## src/rtl/timer_sched_pkg.sv

```systemverilog
// Shared definitions for the timer scheduler: FSM states, default sizing
// and the index-width helper used by the top and the round-robin picker.
package timer_sched_pkg;

    localparam int unsigned NREQ_DEF = 4;
    localparam int unsigned CW_DEF   = 4;

    typedef enum logic [2:0] {
        ST_IDLE,
        ST_START,
        ST_WAIT,
        ST_FIN,
        ST_ABORT
    } state_e;

    function automatic int unsigned idx_w(input int unsigned n);
        if (n > 1) return $clog2(n);
        return 1;
    endfunction

endpackage

```

## src/rtl/timer_sched_if.sv

```systemverilog
// Requester/timer-side bundle of the timer scheduler; master drives requests
// and the timer expiry, slave (the scheduler) drives grants and timer control.
interface timer_sched_if
    import timer_sched_pkg::*;
#(
    parameter int unsigned NREQ = NREQ_DEF,
    parameter int unsigned CW   = CW_DEF
);

    logic [NREQ-1:0]    REQ;
    logic [NREQ*CW-1:0] CNT;
    logic               POUT_ONE;
    logic               TRG_ONE;
    logic               MODE;
    logic               TMR_R;
    logic [NREQ-1:0]    GNT;
    logic [NREQ-1:0]    DONE;
    logic               BUSY;

    modport master (
        output REQ, CNT, POUT_ONE,
        input  TRG_ONE, MODE, TMR_R, GNT, DONE, BUSY
    );

    modport slave (
        input  REQ, CNT, POUT_ONE,
        output TRG_ONE, MODE, TMR_R, GNT, DONE, BUSY
    );

endinterface

```

## src/rtl/timer_sched_rr_pick.sv

```systemverilog
// Combinational round-robin picker: first asserted request strictly after
// the last-served index, wrapping modulo NREQ.
module rr_pick
    import timer_sched_pkg::*;
#(
    parameter int unsigned NREQ = NREQ_DEF,
    parameter int unsigned IW   = idx_w(NREQ)
) (
    input  logic [NREQ-1:0] req_i,
    input  logic [IW-1:0]   last_i,
    output logic            valid_o,
    output logic [IW-1:0]   idx_o
);

    logic [IW-1:0] cand;

    always_comb begin
        valid_o = 1'b0;
        idx_o   = '0;
        cand    = '0;
        // Scan last+1 .. last+NREQ so the last-served requester ranks lowest.
        for (int unsigned i = 1; i <= NREQ; i++) begin
            cand = IW'((32'(last_i) + i) % NREQ);
            if (!valid_o && req_i[cand]) begin
                valid_o = 1'b1;
                idx_o   = cand;
            end
        end
    end

endmodule

```

## src/rtl/timer_sched.sv

```systemverilog
// Shares one restartable timer among NREQ requesters: round-robin grant,
// one trigger per grant, counts expiries down to completion or abort.
module timer_sched
    import timer_sched_pkg::*;
#(
    parameter int unsigned NREQ = NREQ_DEF,
    parameter int unsigned CW   = CW_DEF
) (
    input  logic         CLK,
    input  logic         R_N,
    timer_sched_if.slave bus
);

    localparam int unsigned IW = idx_w(NREQ);

    state_e          state_q, state_d;
    logic [IW-1:0]   idx_q, idx_d;
    logic [IW-1:0]   last_q, last_d;
    logic [CW-1:0]   rem_q, rem_d;
    logic [NREQ-1:0] gnt_q, gnt_d;
    logic [NREQ-1:0] done_q, done_d;

    logic            pick_valid;
    logic [IW-1:0]   pick_idx;
    logic [CW-1:0]   cnt_sel;

    rr_pick #(
        .NREQ (NREQ),
        .IW   (IW)
    ) u_pick (
        .req_i   (bus.REQ),
        .last_i  (last_q),
        .valid_o (pick_valid),
        .idx_o   (pick_idx)
    );

    assign cnt_sel = bus.CNT[32'(pick_idx) * CW +: CW];

    always_comb begin
        state_d = state_q;
        idx_d   = idx_q;
        last_d  = last_q;
        rem_d   = rem_q;
        gnt_d   = gnt_q;
        done_d  = '0;
        unique case (state_q)
            ST_IDLE: begin
                if (pick_valid) begin
                    idx_d           = pick_idx;
                    rem_d           = (cnt_sel == '0) ? CW'(1) : cnt_sel;
                    gnt_d           = '0;
                    gnt_d[pick_idx] = 1'b1;
                    state_d         = ST_START;
                end
            end
            ST_START: state_d = ST_WAIT;
            ST_WAIT: begin
                // Final expiry outranks a same-cycle withdrawal.
                if (bus.POUT_ONE && rem_q == CW'(1)) begin
                    done_d[idx_q] = 1'b1;
                    gnt_d         = '0;
                    state_d       = ST_FIN;
                end else if (!bus.REQ[idx_q]) begin
                    gnt_d   = '0;
                    state_d = ST_ABORT;
                end else if (bus.POUT_ONE) begin
                    rem_d = rem_q - CW'(1);
                end
            end
            ST_FIN, ST_ABORT: begin
                last_d  = idx_q;
                state_d = ST_IDLE;
            end
            default: state_d = ST_IDLE;
        endcase
    end

    always_ff @(posedge CLK or negedge R_N) begin
        if (!R_N) begin
            state_q <= ST_IDLE;
            idx_q   <= '0;
            last_q  <= IW'(NREQ - 1);
            rem_q   <= '0;
            gnt_q   <= '0;
            done_q  <= '0;
        end else begin
            state_q <= state_d;
            idx_q   <= idx_d;
            last_q  <= last_d;
            rem_q   <= rem_d;
            gnt_q   <= gnt_d;
            done_q  <= done_d;
        end
    end

    assign bus.TRG_ONE = (state_q == ST_START);
    assign bus.TMR_R   = (state_q == ST_ABORT);
    assign bus.BUSY    = (state_q != ST_IDLE);
    assign bus.MODE    = 1'b1;
    assign bus.GNT     = gnt_q;
    assign bus.DONE    = done_q;

endmodule

```

## src/flat_wrapper.sv

```systemverilog
// flat-port wrapper written by rule: the top's interface ports become plain ports
module timer_sched_flat import timer_sched_pkg::*;
#(
    parameter int unsigned NREQ = NREQ_DEF,
    parameter int unsigned CW   = CW_DEF
)
  (CLK, R_N, bus_REQ, bus_CNT, bus_POUT_ONE, bus_TRG_ONE, bus_MODE, bus_TMR_R, bus_GNT, bus_DONE, bus_BUSY);
  timer_sched_if #(.NREQ(NREQ), .CW(CW)) bus_i ();
  input  logic CLK;
  input  logic R_N;
  input wire logic [$bits(bus_i.REQ)-1:0] bus_REQ;
  input wire logic [$bits(bus_i.CNT)-1:0] bus_CNT;
  input wire logic [$bits(bus_i.POUT_ONE)-1:0] bus_POUT_ONE;
  output wire logic [$bits(bus_i.TRG_ONE)-1:0] bus_TRG_ONE;
  output wire logic [$bits(bus_i.MODE)-1:0] bus_MODE;
  output wire logic [$bits(bus_i.TMR_R)-1:0] bus_TMR_R;
  output wire logic [$bits(bus_i.GNT)-1:0] bus_GNT;
  output wire logic [$bits(bus_i.DONE)-1:0] bus_DONE;
  output wire logic [$bits(bus_i.BUSY)-1:0] bus_BUSY;
  assign bus_i.REQ = bus_REQ;
  assign bus_i.CNT = bus_CNT;
  assign bus_i.POUT_ONE = bus_POUT_ONE;
  assign bus_TRG_ONE = bus_i.TRG_ONE;
  assign bus_MODE = bus_i.MODE;
  assign bus_TMR_R = bus_i.TMR_R;
  assign bus_GNT = bus_i.GNT;
  assign bus_DONE = bus_i.DONE;
  assign bus_BUSY = bus_i.BUSY;
  timer_sched #(.NREQ(NREQ), .CW(CW)) u_core (.CLK(CLK), .R_N(R_N), .bus(bus_i));
endmodule
```

## config.mk

```make
export PLATFORM = sky130hd
export DESIGN_NAME = timer_sched_flat
export DESIGN_NICKNAME = d
export VERILOG_FILES = /design/src/rtl/timer_sched_pkg.sv /design/src/rtl/timer_sched_if.sv /design/src/rtl/timer_sched_rr_pick.sv /design/src/rtl/timer_sched.sv /design/src/flat_wrapper.sv
export SDC_FILE = /design/constraint.sdc
export NUM_CORES = 1
export LEC_CHECK = 0
export ABC_AREA = 1
export BUFFER_PORTS_ARGS = -buffer_cell sky130_fd_sc_hd__buf_4
export CAP_MARGIN = 10
export CELL_PAD_IN_SITES_DETAIL_PLACEMENT = 1
export CELL_PAD_IN_SITES_GLOBAL_PLACEMENT = 2
export CORE_ASPECT_RATIO = 1.5
export CORE_MARGIN = 2
export CORE_UTILIZATION = 30
export DETAILED_ROUTE_END_ITERATION = 12
export HOLD_SLACK_MARGIN = 0.06
export PLACE_DENSITY = 0.8
export SYNTH_ARGS = -nofsm -noshare
export SYNTH_HDL_FRONTEND = slang
export SYNTH_SLANG_ARGS = --single-unit
```

## constraint.sdc

```tcl
create_clock -name CLK -period 3 [get_ports CLK]
set_input_delay 0.15 -clock CLK [delete_from_list [all_inputs] [get_ports CLK]]
set_output_delay 0.15 -clock CLK [all_outputs]
set_load 0.005 [all_outputs]
```

==> impl_metrics.json, run 1 <==
{
  "run_status": "complete, no violations",
  "synth-seq-cells": 19,
  "regToRegSetupSlack_ns": 0.73,
  "synth_cell_type_count": 29,
  "post_synth_top_area_cell": "sky130_fd_sc_hd__dfrtp_1",
  "antenna_cells": 0,
  "worst-slew-pin-transition_ns": 0.542,
  "crit_path_start_kind": "flop",
  "hold_wc_path_type": "in2reg",
  "synth.avg_cell_area_sq_um": 6.87,
  "wl_per_cell_um": 14.1,
  "grt_pass1_wl_mm": 6.65,
  "gp_congestion": 0.784,
  "yosysTopAreaCellShare": 0.310,
  "detail_route.drc_violations": 0,
  "max_capacitance_violation_count": 0,
  "ctsHtreeMaxLevel": 1,
  "synth_sequential_area_ratio": 0.348,
  "min_period_over_period": 0.756,
  "die_h_um": 86.9,
  "worst_r2r_startpoint": "u_core.last_q[0]$_DFFE_PN1P_",
  "ctsRootBufferMaster": "sky130_fd_sc_hd__clkbuf_8",
  "largest_net_degree_at_the_start_of_global_routing": 20,
  "totalWireLength_mm": 4.00,
  "r2r-end": "u_core.rem_q[0]$_DFFE_PN0P_",
  "detailedRoute.firstPassIterationCount": 3,
  "syn_to_final_growth_pct": 24.2,
  "holdWs_ns": 0.291,
  "initialDrtViolationCount": 35,
  "area_of_the_multi_input_gates_sq_um": 771,
  "maximum_frequency_from_static_timing_analysis_mhz": 441,
  "setup-violations-final": 0,
  "worstPathMaxFanout": 10,
  "antenna_found_initial": 0,
  "worstPathArrival_ns": 2.41,
  "first_global_vias": 1439,
  "p_per_area_nw_per_um2": 1190,
  "report.final.slew_viol_count": 0,
  "dpl.hpwl_mm": 3.33,
  "insertion_delay_ns": 0.25,
  "die_w_um": 59.3,
  "final_hold_viol_count": 0,
  "hold_end": "u_core.rem_q[3]$_DFFE_PN0P_",
  "port_buffers": 33,
  "dieArea_sq_um": 5150,
  "dr_total_vias": 1379,
  "final.min_clock_period_ns": 2.27,
  "initial_core_util": 0.308,
  "numCtsBuffers": 3,
  "core_region_area_sq_um": 4470,
  "gr-total-overflow": 0,
  "fill_cells": 582,
  "layout.cells.most_common_list": "75 x sky130_fd_sc_hd__nand2_1, 33 x sky130_fd_sc_hd__buf_4, 18 x sky130_fd_sc_hd__inv_1, 18 x sky130_fd_sc_hd__nand3_1",
  "worst_slew_margin_rel": 0.636,
  "cells_after_synth": 200,
  "routed_via_density": 4.87,
  "critPathRequiredTime_ns": 3.14,
  "r2r.worst_path.cells": 15,
  "clockBufferDepth": 2,
  "synth_top_cells_by_area": "sky130_fd_sc_hd__dfrtp_1 31%, sky130_fd_sc_hd__nand2_1 20%, sky130_fd_sc_hd__nand3_1 6.6%, sky130_fd_sc_hd__inv_1 4.9%, sky130_fd_sc_hd__nor2_1 4.6%",
  "drtAntennaViolNets": 0,
  "min_path_cells": 5,
  "clock-skew-final_ns": 0.00431,
  "grt_setup_unrepaired": "false",
  "drive_gt1_frac": 0.243,
  "power.leakage_nw": 0.934,
  "setup.worst_path.end_class": "flop",
  "post_cts_resize_count": 0,
  "synth.net_count": 225,
  "holdCritStartpoint": "bus_CNT[7]",
  "nets": 261,
  "cts_sinks": 19,
  "design.portCount": 35,
  "tritoncts": "yes",
  "synth_warnings": 0,
  "globalRouteTotalUtil": 0.167,
  "placementRows": 30,
  "postLayoutCellArea_sq_um": 1710,
  "clock_transition_at_path_regs_ns": 0.07,
  "fin_setup_tns_ns": 0,
  "ir_worst_vdd_mv": 0.485,
  "timing.setup.critical_path_class": "reg2reg",
  "sequential_cell_area_sq_um": 478,
  "synth.cell_area_sq_um": 1370,
  "placed_cell_area_sq_um": 1650,
  "layout_commonest_cell": "sky130_fd_sc_hd__nand2_1"
}
-- metal layers --
metal  up-vias  GRT usage  routed length (um)
li1        716          -                   -
met1       642      0.202                1630
met2        15      0.303                2230
met3         6     0.0134                  55
met4         0     0.0537                  85
met5         -          0                   0
-- repair_timing --
item	CTS	global route
setup buffers	0	0
hold buffers	1	0
hold endpoints to repair	19	0
-- worst max-delay path: stages (launching register included) --
cell                      delay [ns]
sky130_fd_sc_hd__dfstp_2        0.66
sky130_fd_sc_hd__inv_6          0.08
sky130_fd_sc_hd__nand2_1        0.10
sky130_fd_sc_hd__nand2_1        0.08
sky130_fd_sc_hd__nand2_1        0.06
sky130_fd_sc_hd__nand2_1        0.10
sky130_fd_sc_hd__o21ai_0        0.21
sky130_fd_sc_hd__nand2_1        0.07
sky130_fd_sc_hd__nand2_1        0.08
sky130_fd_sc_hd__nand2_2        0.14
sky130_fd_sc_hd__inv_1          0.21
sky130_fd_sc_hd__nand2_1        0.09
sky130_fd_sc_hd__nand2_1        0.11
sky130_fd_sc_hd__nor2_1         0.05
sky130_fd_sc_hd__nand2_1        0.06
sky130_fd_sc_hd__a21oi_2        0.05
-- metrics by stage --
stage | util | cells | total power, mW | worst slack [ns]
3_5_place_dp | 0.370 | 278 | 1.90 | 0.684
6_report | 0.382 | 283 | 2.04 | 0.731
4_1_cts | 0.382 | 283 | 2.08 | 0.658
5_1_grt | 0.382 | 283 | 2.29 | 0.422
3_3_place_gp | 0.370 | 278 | 1.89 | 0.707
2_1_floorplan | - | 200 | 1.55 | 1.12
-- report_power, final --
part           internal [mW]  switching (mW)
registers              0.363          0.0958
clock network         0.0942          0.0806
logic                  0.487           0.915
total                  0.944            1.09
-- cells by family (layout without fill, tap and decap cells) --
family          count (synthesis)  in the layout  share of synthesized area
flops                          19             19                      0.348
compound gates                 24             24                      0.115
other cells                     1              1                    0.00273
xor+xnor                        2              2                     0.0128
buf+inv                        27             62                     0.0911
simple gates                  125            125                      0.413
fa+ha+maj                       2              2                     0.0182
-- area by class of cell --
cell class              instances  area share
multi-input cells             154       0.452
flip-flops and latches         19       0.280
clock buffers                   4      0.0264
repair buffers                 34       0.151
well taps                      48      0.0352
inverters                      24      0.0557
-- cells in the mapped netlist, drive strengths merged --
library cell	number
conb	1
o31ai	1
nor2	19
o22ai	5
buf	3
dfstp	2
a21oi	5
ha	2
clkinv	1
inv	23
nand3	21
dfrtp	17
nand2	82
xor2	2
nor3	1
nor3b	1
o21ai	9
nand4	1
a32o	4
-- worst max path at each step --
stage / from / end / slack [ns] / cells past startpoint
after global routing: u_core.last_q[0]$_DFFE_PN1P_ / u_core.rem_q[0]$_DFFE_PN0P_ / 0.42 / 15
after detailed placement: u_core.last_q[0]$_DFFE_PN1P_ / u_core.rem_q[0]$_DFFE_PN0P_ / 0.68 / 15
after floorplan: u_core.last_q[0]$_DFFE_PN1P_ / u_core.rem_q[0]$_DFFE_PN0P_ / 1.12 / 14
after CTS: u_core.last_q[0]$_DFFE_PN1P_ / u_core.rem_q[0]$_DFFE_PN0P_ / 0.66 / 15
after global placement: u_core.last_q[0]$_DFFE_PN1P_ / u_core.rem_q[0]$_DFFE_PN0P_ / 0.71 / 15
final: u_core.last_q[0]$_DFFE_PN1P_ / u_core.rem_q[0]$_DFFE_PN0P_ / 0.73 / 15
-- state kept, by name, summed over array words and instances (netlist names) --
name,flops
u_core.idx_q,2
u_core.rem_q,4
u_core.bus.GNT,4
u_core.state_q,3
u_core.bus.DONE,4
u_core.last_q,2
(Power assumes the default switching activity.)
==> inputs of run 2 (changes only) <==
--- a/config.mk
+++ b/config.mk
@@ -12,10 +12,10 @@
 export CELL_PAD_IN_SITES_GLOBAL_PLACEMENT = 2
 export CORE_ASPECT_RATIO = 1.5
 export CORE_MARGIN = 2
-export CORE_UTILIZATION = 30
+export CORE_UTILIZATION = 25
 export DETAILED_ROUTE_END_ITERATION = 12
 export HOLD_SLACK_MARGIN = 0.06
-export PLACE_DENSITY = 0.8
+export PLACE_DENSITY = 0.71
 export SYNTH_ARGS = -nofsm -noshare
 export SYNTH_HDL_FRONTEND = slang
 export SYNTH_SLANG_ARGS = --single-unit
==> constraint.sdc (replaced) <==
create_clock -name CLK -period 1.8 [get_ports CLK]
set_input_delay 0.09 -clock CLK [delete_from_list [all_inputs] [get_ports CLK]]
set_output_delay 0.09 -clock CLK [all_outputs]
set_load 0.005 [all_outputs]
==> run 2 against run 1 <==
  * The flow now finishes with violations (setup timing)
  * Clock power is 76% higher
  * Sequential cell count stayed put
  * Wire length is 15% higher
  * Cell count is 19% higher
  * Critical path type unchanged
  * Highest routed layer unchanged
==> impl_metrics.json, run 2 (synthesized netlist as in run 1, its figures left out) <==
{
  "totalWireLength_mm": 4.59,
  "initialDrtViolationCount": 47,
  "ctsHtreeMaxLevel": 1,
  "grt_pass1_wl_mm": 7.58,
  "insertion_delay_ns": 0.26,
  "core_region_area_sq_um": 5370,
  "fill_cells": 700,
  "clockBufferDepth": 2,
  "min_period_over_period": 1.14,
  "port_buffers": 33,
  "dr_total_vias": 1535,
  "gr-total-overflow": 0,
  "clock-skew-final_ns": 0.00606,
  "ir_worst_vdd_mv": 0.787,
  "setup.worst_path.end_class": "flop",
  "worstPathMaxFanout": 9,
  "holdWs_ns": 0.237,
  "first_global_vias": 1631,
  "layout_commonest_cell": "sky130_fd_sc_hd__buf_4",
  "run_status": "complete, but fails checks",
  "clock_transition_at_path_regs_ns": 0.08,
  "numCtsBuffers": 3,
  "final.min_clock_period_ns": 2.06,
  "layout.cells.most_common_list": "61 x sky130_fd_sc_hd__buf_4, 55 x sky130_fd_sc_hd__nand2_1, 17 x sky130_fd_sc_hd__nand2_2, 17 x sky130_fd_sc_hd__dfrtp_1",
  "ctsRootBufferMaster": "sky130_fd_sc_hd__clkbuf_8",
  "die_h_um": 94.8,
  "power.leakage_nw": 1.14,
  "hold_wc_path_type": "in2async",
  "nets": 293,
  "cp_cell_sequence": "inv_6, nand2_2, nand2_2, nand2_2, nand2_4, nor2_8, nand3_4, buf_4, nand2_2, buf_4, inv_4, a32o_1",
  "gp_congestion": 0.849,
  "timing.setup.critical_path_class": "reg2reg",
  "max_capacitance_violation_count": 0,
  "placementRows": 33,
  "tritoncts": "yes",
  "maximum_frequency_from_static_timing_analysis_mhz": 486,
  "p_per_area_nw_per_um2": 2150,
  "dieArea_sq_um": 6120,
  "slowest_delay_ns": 0.62,
  "largest_net_degree_at_the_start_of_global_routing": 20,
  "routed_via_density": 4.55,
  "report.final.slew_viol_count": 0,
  "critPathRequiredTime_ns": 1.94,
  "syn_to_final_growth_pct": 57.9,
  "detail_route.drc_violations": 0,
  "antenna_found_initial": 0,
  "globalRouteTotalUtil": 0.160,
  "final_hold_viol_count": 0,
  "initial_core_util": 0.256,
  "drtAntennaViolNets": 0,
  "cts_sinks": 19,
  "worstPathArrival_ns": 2.20,
  "setup-violations-final": 12,
  "wl_per_cell_um": 13.6,
  "drive_gt1_frac": 0.461,
  "dpl.hpwl_mm": 3.52,
  "regToRegSetupSlack_ns": -0.26,
  "worst_slack_ns": -0.258,
  "antenna_cells": 0,
  "critical-path-top-cell-by-count": "sky130_fd_sc_hd__nand2_2",
  "violations": "setup timing",
  "design.portCount": 35,
  "detailedRoute.firstPassIterationCount": 3,
  "crit_slowest_cell": "sky130_fd_sc_hd__dfstp_2",
  "grt_setup_unrepaired": "true",
  "crit_path_start_kind": "flop",
  "die_w_um": 64.5,
  "total_power_mw": 4.66
}
[run 2: cell count changes in the layout (fill, tap and decap cells not counted), sizes merged]
cell,change
nand3,+1
clkinvlp,+1
buf,+31
clkbuf,-1
[run 2: power by group]
part | switching [mW] | internal [mW]
Combinational | 2.06 | 1.55
Sequential | 0.127 | 0.604
Clock | 0.152 | 0.156
[run 2: layer usage]
metal  up-vias  global-route usage  share of wire
li1        777                   -              -
met1       741               0.175           0.38
met2        13               0.314           0.59
met3         4              0.0107          0.016
met4         0              0.0585          0.014
met5         -                   0              0
[run 2: path summary, 6_finish.rpt]
path,startpoint,endpoint,depth (start not counted)
hold / removal,R_N,u_core.state_q[0]$_DFFE_PN0P_,2
min in group CLK,bus_CNT[7],u_core.rem_q[0]$_DFFE_PN0P_,6
hold reg to reg,u_core.bus.GNT[2]$_DFFE_PN0P_,u_core.bus.GNT[2]$_DFFE_PN0P_,1
max in group asynchronous,R_N,u_core.last_q[1]$_DFFE_PN1P_,2
setup reg to reg,u_core.last_q[0]$_DFFE_PN1P_,u_core.bus.GNT[1]$_DFFE_PN0P_,12
setup / recovery,u_core.last_q[0]$_DFFE_PN1P_,u_core.bus.GNT[1]$_DFFE_PN0P_,12
[run 2: through the flow]
stage / util / cells / worst slack (ns) / area [sq um] / setup TNS, ns
detailed placement: 0.349 / 325 / -0.356 / 1870 / -2.30
CTS: 0.386 / 336 / -0.243 / 2070 / -1.66
finish: 0.404 / 337 / -0.258 / 2170 / -2.20
floorplan: - / 200 / -0.0616 / 1380 / -0.118
global route: 0.404 / 337 / -0.429 / 2170 / -3.88
global placement: 0.349 / 325 / -0.343 / 1870 / -2.13
[run 2: area by class of cell]
class	instances	area (sq um)	share of cell area
multi-input cells	155	956	0.441
repair buffers	65	502	0.231
flip-flops and latches	19	478	0.220
inverters	24	97.6	0.0450
well taps	70	87.6	0.0404
clock buffers	3	41.3	0.0190
clock inverters	1	7.51	0.00346
[run 2: repair_timing]
item,in CTS,in global routing
resized for setup,29,24
buffers inserted,5,1
hold buffers,1,0
cloned,1,0
endpoints found under the setup margin,11,12
hold endpoints to repair,19,0
pin swaps,6,6
[run 2: worst max-delay path, delay by kind of cell, from the launching register on]
family                 cells  cell delay (ns)
AO/OA/AOI/OAI              1             0.25
buffers and inverters      4             0.43
flip-flops                 1             0.62
AND/OR/NAND/NOR            7             0.62
